**src/rtl/tpu_board_ctrl_if.sv**
```systemverilog
// Board-side signal bundle between the push-button/LED controller and its environment.
// The controller takes the slave view; the board (or a bench) takes the master view.
interface tpu_board_ctrl_if #(
   parameter int unsigned N_LED = 4
);
   logic             btn_start;
   logic             tpu_done;
   logic             tpu_start;
   logic [N_LED-1:0] led;

   modport master (
      output btn_start,
      output tpu_done,
      input  tpu_start,
      input  led
   );

   modport slave (
      input  btn_start,
      input  tpu_done,
      output tpu_start,
      output led
   );
endinterface

```
**src/rtl/tpu_board_ctrl.sv**
```systemverilog
// Push-button start controller for a TPU core: synchronizes and debounces the button,
// issues a one-cycle start pulse, watches for completion or timeout and drives status LEDs.
module tpu_board_ctrl #(
   parameter int unsigned DEBOUNCE_CYC = 1000000,
   parameter int unsigned BLINK_HALF   = 4194304,
   parameter int unsigned BLINK_COUNT  = 6,
   parameter int unsigned TIMEOUT_CYC  = 67108864,
   parameter int unsigned N_LED        = 4
) (
   input logic             clk,
   input logic             srstn,
   tpu_board_ctrl_if.slave bus
);

   localparam int unsigned DbW = (DEBOUNCE_CYC > 1) ? $clog2(DEBOUNCE_CYC) : 1;
   localparam int unsigned TmW = (TIMEOUT_CYC > 1) ? $clog2(TIMEOUT_CYC) : 1;
   localparam int unsigned BlW = (BLINK_HALF > 1) ? $clog2(BLINK_HALF) : 1;
   localparam int unsigned HfW = $clog2(2 * BLINK_COUNT);
   localparam int unsigned RcW = (N_LED > 3) ? N_LED - 3 : 1;

   typedef enum logic [2:0] {
      StIdle,
      StStart,
      StBusy,
      StBlink,
      StError
   } state_e;

   logic [1:0]       sync_q;
   logic             btn_db_q;
   logic [DbW-1:0]   db_cnt_q;
   logic             press_q;

   state_e           state_q, state_d;
   logic [TmW-1:0]   timer_q, timer_d;
   logic [BlW-1:0]   bl_cnt_q, bl_cnt_d;
   logic [HfW-1:0]   half_q, half_d;
   logic [RcW-1:0]   run_cnt_q, run_cnt_d;
   logic [2:0]       led_lo_d;
   logic [N_LED-1:0] led_d;
   logic [N_LED-1:0] led_q;
   logic             tpu_start_q;

   // press_q fires only when the debounced level is accepted as 1, so release is silent.
   always_ff @(posedge clk or negedge srstn) begin
      if (!srstn) begin
         sync_q   <= '0;
         btn_db_q <= 1'b0;
         db_cnt_q <= '0;
         press_q  <= 1'b0;
      end else begin
         sync_q  <= {sync_q[0], bus.btn_start};
         press_q <= 1'b0;
         if (sync_q[1] == btn_db_q) begin
            db_cnt_q <= '0;
         end else if (db_cnt_q == DbW'(DEBOUNCE_CYC - 1)) begin
            db_cnt_q <= '0;
            btn_db_q <= sync_q[1];
            press_q  <= sync_q[1];
         end else begin
            db_cnt_q <= db_cnt_q + DbW'(1);
         end
      end
   end

   always_comb begin
      state_d   = state_q;
      timer_d   = timer_q;
      bl_cnt_d  = bl_cnt_q;
      half_d    = half_q;
      run_cnt_d = run_cnt_q;
      unique case (state_q)
         StIdle: begin
            if (press_q) state_d = StStart;
         end
         StStart: begin
            timer_d = '0;
            state_d = StBusy;
         end
         StBusy: begin
            // Completion takes priority over a coincident timeout.
            if (bus.tpu_done) begin
               state_d   = StBlink;
               run_cnt_d = run_cnt_q + RcW'(1);
               bl_cnt_d  = '0;
               half_d    = '0;
            end else if (timer_q == TmW'(TIMEOUT_CYC - 1)) begin
               state_d = StError;
            end else begin
               timer_d = timer_q + TmW'(1);
            end
         end
         StBlink: begin
            if (press_q) begin
               state_d = StStart;
            end else if (bl_cnt_q == BlW'(BLINK_HALF - 1)) begin
               bl_cnt_d = '0;
               if (half_q == HfW'(2 * BLINK_COUNT - 1)) state_d = StIdle;
               else half_d = half_q + HfW'(1);
            end else begin
               bl_cnt_d = bl_cnt_q + BlW'(1);
            end
         end
         StError: begin
            if (press_q) state_d = StIdle;
         end
         default: state_d = StIdle;
      endcase

      led_lo_d    = '0;
      led_lo_d[0] = (state_d == StBusy);
      led_lo_d[1] = (state_d == StBlink) && !half_d[0];
      led_lo_d[2] = (state_d == StError);
   end

   if (N_LED > 3) begin : g_run_leds
      assign led_d = {run_cnt_d, led_lo_d};
   end else begin : g_no_run_leds
      assign led_d = led_lo_d;
   end

   // Outputs are registered from next-state values so they line up with state_q.
   always_ff @(posedge clk or negedge srstn) begin
      if (!srstn) begin
         state_q     <= StIdle;
         timer_q     <= '0;
         bl_cnt_q    <= '0;
         half_q      <= '0;
         run_cnt_q   <= '0;
         tpu_start_q <= 1'b0;
         led_q       <= '0;
      end else begin
         state_q     <= state_d;
         timer_q     <= timer_d;
         bl_cnt_q    <= bl_cnt_d;
         half_q      <= half_d;
         run_cnt_q   <= run_cnt_d;
         tpu_start_q <= (state_d == StStart);
         led_q       <= led_d;
      end
   end

   assign bus.tpu_start = tpu_start_q;
   assign bus.led       = led_q;

endmodule

```
**src/flat_wrapper.sv**
```systemverilog
// flat-port wrapper written by rule: the top's interface ports become plain ports
module tpu_board_ctrl_flat 
#(
   parameter int unsigned DEBOUNCE_CYC = 1000000,
   parameter int unsigned BLINK_HALF   = 4194304,
   parameter int unsigned BLINK_COUNT  = 6,
   parameter int unsigned TIMEOUT_CYC  = 67108864,
   parameter int unsigned N_LED        = 4
)
  (clk, srstn, bus_btn_start, bus_tpu_done, bus_tpu_start, bus_led);
  tpu_board_ctrl_if #(.N_LED(N_LED)) bus_i ();
  input logic clk;
  input logic srstn;
  input wire logic [$bits(bus_i.btn_start)-1:0] bus_btn_start;
  input wire logic [$bits(bus_i.tpu_done)-1:0] bus_tpu_done;
  output wire logic [$bits(bus_i.tpu_start)-1:0] bus_tpu_start;
  output wire logic [$bits(bus_i.led)-1:0] bus_led;
  assign bus_i.btn_start = bus_btn_start;
  assign bus_i.tpu_done = bus_tpu_done;
  assign bus_tpu_start = bus_i.tpu_start;
  assign bus_led = bus_i.led;
  tpu_board_ctrl #(.DEBOUNCE_CYC(DEBOUNCE_CYC), .BLINK_HALF(BLINK_HALF), .BLINK_COUNT(BLINK_COUNT), .TIMEOUT_CYC(TIMEOUT_CYC), .N_LED(N_LED)) u_core (.clk(clk), .srstn(srstn), .bus(bus_i));
endmodule
```
**config.mk**
```make
export PLATFORM = sky130hd
export DESIGN_NAME = tpu_board_ctrl_flat
export DESIGN_NICKNAME = d
export VERILOG_FILES = /design/src/rtl/tpu_board_ctrl_if.sv /design/src/rtl/tpu_board_ctrl.sv /design/src/flat_wrapper.sv
export SDC_FILE = /design/constraint.sdc
export NUM_CORES = 1
export LEC_CHECK = 0
export BUFFER_PORTS_ARGS = -buffer_cell sky130_fd_sc_hd__buf_2
export CAP_MARGIN = 20
export CELL_PAD_IN_SITES_DETAIL_PLACEMENT = 2
export CELL_PAD_IN_SITES_GLOBAL_PLACEMENT = 2
export CORE_UTILIZATION = 41
export DETAILED_ROUTE_END_ITERATION = 8
export GPL_ROUTABILITY_DRIVEN = 0
export GPL_TIMING_DRIVEN = 0
export HOLD_SLACK_MARGIN = 0.12
export PLACE_DENSITY_LB_ADDON = 0.08
export REMOVE_ABC_BUFFERS = 1
export SLEW_MARGIN = 20
export SYNTH_ARGS = -nofsm -noshare
export SYNTH_HDL_FRONTEND = slang
export SYNTH_SLANG_ARGS = --single-unit
```
**constraint.sdc**
```tcl
create_clock -name clk -period 2.8 [get_ports clk]
set_input_delay 0.28 -clock clk [delete_from_list [all_inputs] [get_ports clk]]
set_output_delay 0.28 -clock clk [all_outputs]
set_load 0.01 [all_outputs]
```
==> reports/results.txt <==
most frequent cells in the layout = dfrtp_1 (84), nor2_1 (56), nand2_1 (41), nand3_1 (22), xor2_1 (20)
first-pass GRT wire length = 19300 um
R2R cell count = 8
minimum clock period = 2.62 ns
CP endpoint kind = flip-flop
CTS buffer count = 9
cell family with most CP delay = simple AND/OR/NAND/NOR gates
Placed Area = 4500 um^2
syn avg cell area = 9.54 um^2
fin crit share = 0.936
Int Power = 1.73 mW
number of fillers in the final layout = 1104
antenna violations before repair = 0
unrepaired setup endpoints after global routing = false
Gate Count Post-Synth = 458
hold depth = 4
Power Dens Cells = 461 nW/um^2
fin area = 4820 um^2
slowest CP cell = or4_1
GRT Overall Usage = 0.222
#FFs+latches synth = 84
leakage power = 1.93 nW
row count = 37
Die X = 105 um
Sequential Power Share = 0.552
endpoints failing setup = 0
Gate power share = 0.024
final worst setup slack = 0.179 ns
placed wire-length estimate = 7430 um
CP Cell Sequence = ha_1, and2_2, and3_1, a41oi_4, o31ai_4, buf_4, or4_1, a21oi_1
Synth-to-Final Area Change = 10.2%
DR vias = 3493
commonest non-fill, non-tap cell in the layout = dfrtp_1
Slew @ Worst Pin = 0.925 ns
Die H = 105 um
largest net degree at the start of global routing = 47
sequential cell area fraction in the yosys report = 0.481
Hold Path Sink = u_core.state_q[2]
R2R Setup Slk = 0.18 ns
Achievable Freq = 382 MHz
first-pass iteration count of the detailed router = 4
CTS root buf = clkbuf_8
Fin. Hold Viols = 0
Worst slew margin = 0.379
CP bufs+invs = 1
Synth async-reset ratio = 1.00
# DRC = 0
worst r2r src = u_core.timer_q[0]
grt ovf = 0
Setup crit start = u_core.timer_q[0]
clock-pin transition on the worst setup and hold timing paths = 0.09 ns
Max VDD drop = 0.184 mV
Port Buffers = 8
Most used DFF post-synth = dfrtp_1
routed vias/inst = 5.76
share of layout cells above drive strength 1 = 0.123
Initial Utilization = 0.423
count of pins over their slew limit = 0
Clk pwr share = 0.424
Worst EP required = 3.08 ns
reg2reg end = u_core.timer_q[24]
yosys warns = 0
CTS tree = done
Max-Cap Viols = 0
Synth Cell Area = 4370 um^2
P_sw = 0.490 mW
Crit Path Class = flip-flop to flip-flop
Slowest Stage Delay on Critical Path = 0.50 ns
WP data arrival = 2.90 ns
Net Sw Frac = 0.221
min-delay src = bus_tpu_done
Hold WC Path Type = input pin to flip-flop
Final #Nets = 474
dpl ws = -0.311 ns
CTS H-tree lvls = 3
Max Buffers Root-to-Sink = 2
Core Box Area = 10300 um^2
antenna viol nets, final = 0
WL per Instance = 18.5 um
vias in the first global route = 3826
Starting DRT DRC Count = 129
later-pin clock latency in the skew report = 0.37 ns
total clock sinks = 84
Clock Skew = 0.0107 ns
Yosys cell types = 57
final WL = 11200 um
Post-synth EDFFs = 0
Antenna Cells = 0
IO Pins = 9
status = finished clean
Worst Path Max Fanout = 10
Die Footprint = 11100 um^2
CP Launch Type = flip-flop
registers in the layout (all words and copies together) (netlist names):
| name | cells |
|---|---|
| u_core.timer_q | 26 |
| u_core.sync_q | 2 |
| u_core.bus.led | 4 |
| u_core.bl_cnt_q | 22 |
| u_core.state_q | 3 |
| u_core.db_cnt_q | 20 |
| u_core.half_q | 4 |
| u_core.bus.tpu_start | 1 |
| u_core.press_q | 1 |
| u_core.btn_db_q | 1 |
metrics by stage:
stage          hold slack (ns)  total power, mW  std cells  setup TNS [ns]  utilization
2_1_floorplan          -0.0156             1.26        439               0            -
3_3_place_gp             0.333             1.29        583          -10.15        0.431
3_5_place_dp             0.305             1.30        585           -4.18        0.436
4_1_cts                  0.293             2.25        604               0        0.461
5_1_grt                  0.344             2.30        606               0        0.467
6_report                 0.318             2.22        606               0        0.467
kinds of logic after synthesis:
kind of cell	count (synthesis)	share of synthesized area
AOI/OAI and AO/OA	80	0.122
xor gates and xnor gates	34	0.0681
adders and majority gates	4	0.0115
buffers and inverters	30	0.0384
DFF	84	0.481
muxes	4	0.0100
and+or+nand+nor	222	0.269
synth_stat cells (all sizes together) (2+ instances only):
| cell | n | area, um^2 |
|---|---|---|
| or3 | 14 | 87.6 |
| nand4 | 16 | 100 |
| clkbuf | 11 | 41.3 |
| and2 | 8 | 50.1 |
| o21ai | 30 | 165 |
| a21oi | 29 | 179 |
| and4 | 6 | 52.6 |
| buf | 8 | 85.1 |
| nor4 | 6 | 37.5 |
| xnor2 | 14 | 123 |
| o211ai | 2 | 15.0 |
| or2 | 3 | 18.8 |
| ha | 4 | 50.1 |
| or3b | 2 | 17.5 |
| nand3 | 24 | 125 |
| o31a | 2 | 26.3 |
| nand2 | 41 | 154 |
| xor2 | 20 | 175 |
| nor3 | 8 | 45.0 |
| and3 | 8 | 51.3 |
| nand2b | 8 | 50.1 |
| mux2 | 3 | 33.8 |
| o41ai | 2 | 17.5 |
| nor2 | 56 | 210 |
| and3b | 2 | 17.5 |
| dfrtp | 84 | 2100 |
| inv | 11 | 41.3 |
| nor2b | 2 | 12.5 |
| o31ai | 10 | 88.8 |
| or4 | 12 | 93.8 |
power by group through the flow:
stage | sequential [mW] | clock (mW) | combinational, mW
after global placement | 1.25 | 0 | 0.0461
after CTS | 1.22 | 0.969 | 0.0563
final | 1.22 | 0.942 | 0.0530
after detailed placement | 1.25 | 0 | 0.0539
after global routing | 1.23 | 1.01 | 0.0615
after floorplan | 1.25 | 0 | 0.0139
layer usage:
layer  vias up  share of wire  GRT usage
met5         -              0          0
li1       1636              -          -
met4         0          0.016     0.0895
met1      1822           0.47      0.289
met2        23           0.50      0.371
met3        12          0.018     0.0315
timing repair:
action	4_1_cts	5_1_grt
setup buffers	1	2
hold buffers	2	0
endpoints found under the hold margin	39	0
gates cloned	1	0
setup endpoints to repair	22	27
resized for setup	2	5
pin swaps	1	2
worst min-delay path, cell delays in order:
cell     delay, ns
buf_2         0.14
nor2_1        0.06
nand2_1       0.09
a21oi_1       0.07
cell type report:
cell class | count | area [um^2] | share of cell area
Sequential cell | 84 | 2100 | 0.436
Tap cell | 136 | 170 | 0.0353
Inverter | 11 | 41.3 | 0.00857
Multi-Input combinational cell | 345 | 2160 | 0.448
Clock buffer | 10 | 128 | 0.0265
Timing Repair Buffer | 15 | 140 | 0.0291
Clock inverter | 5 | 77.6 | 0.0161
how the worst max path moves through the flow:
stage	slack [ns]	cells after the start	to
final	0.18	8	u_core.timer_q[24]
after global routing	0.002	8	u_core.timer_q[24]
after CTS	0.05	8	u_core.timer_q[24]
after detailed placement	-0.31	8	u_core.timer_q[8]
after global placement	-0.50	7	u_core.timer_q[24]
after floorplan	0.11	7	u_core.timer_q[18]
Power figures use the tool's default switching activity.
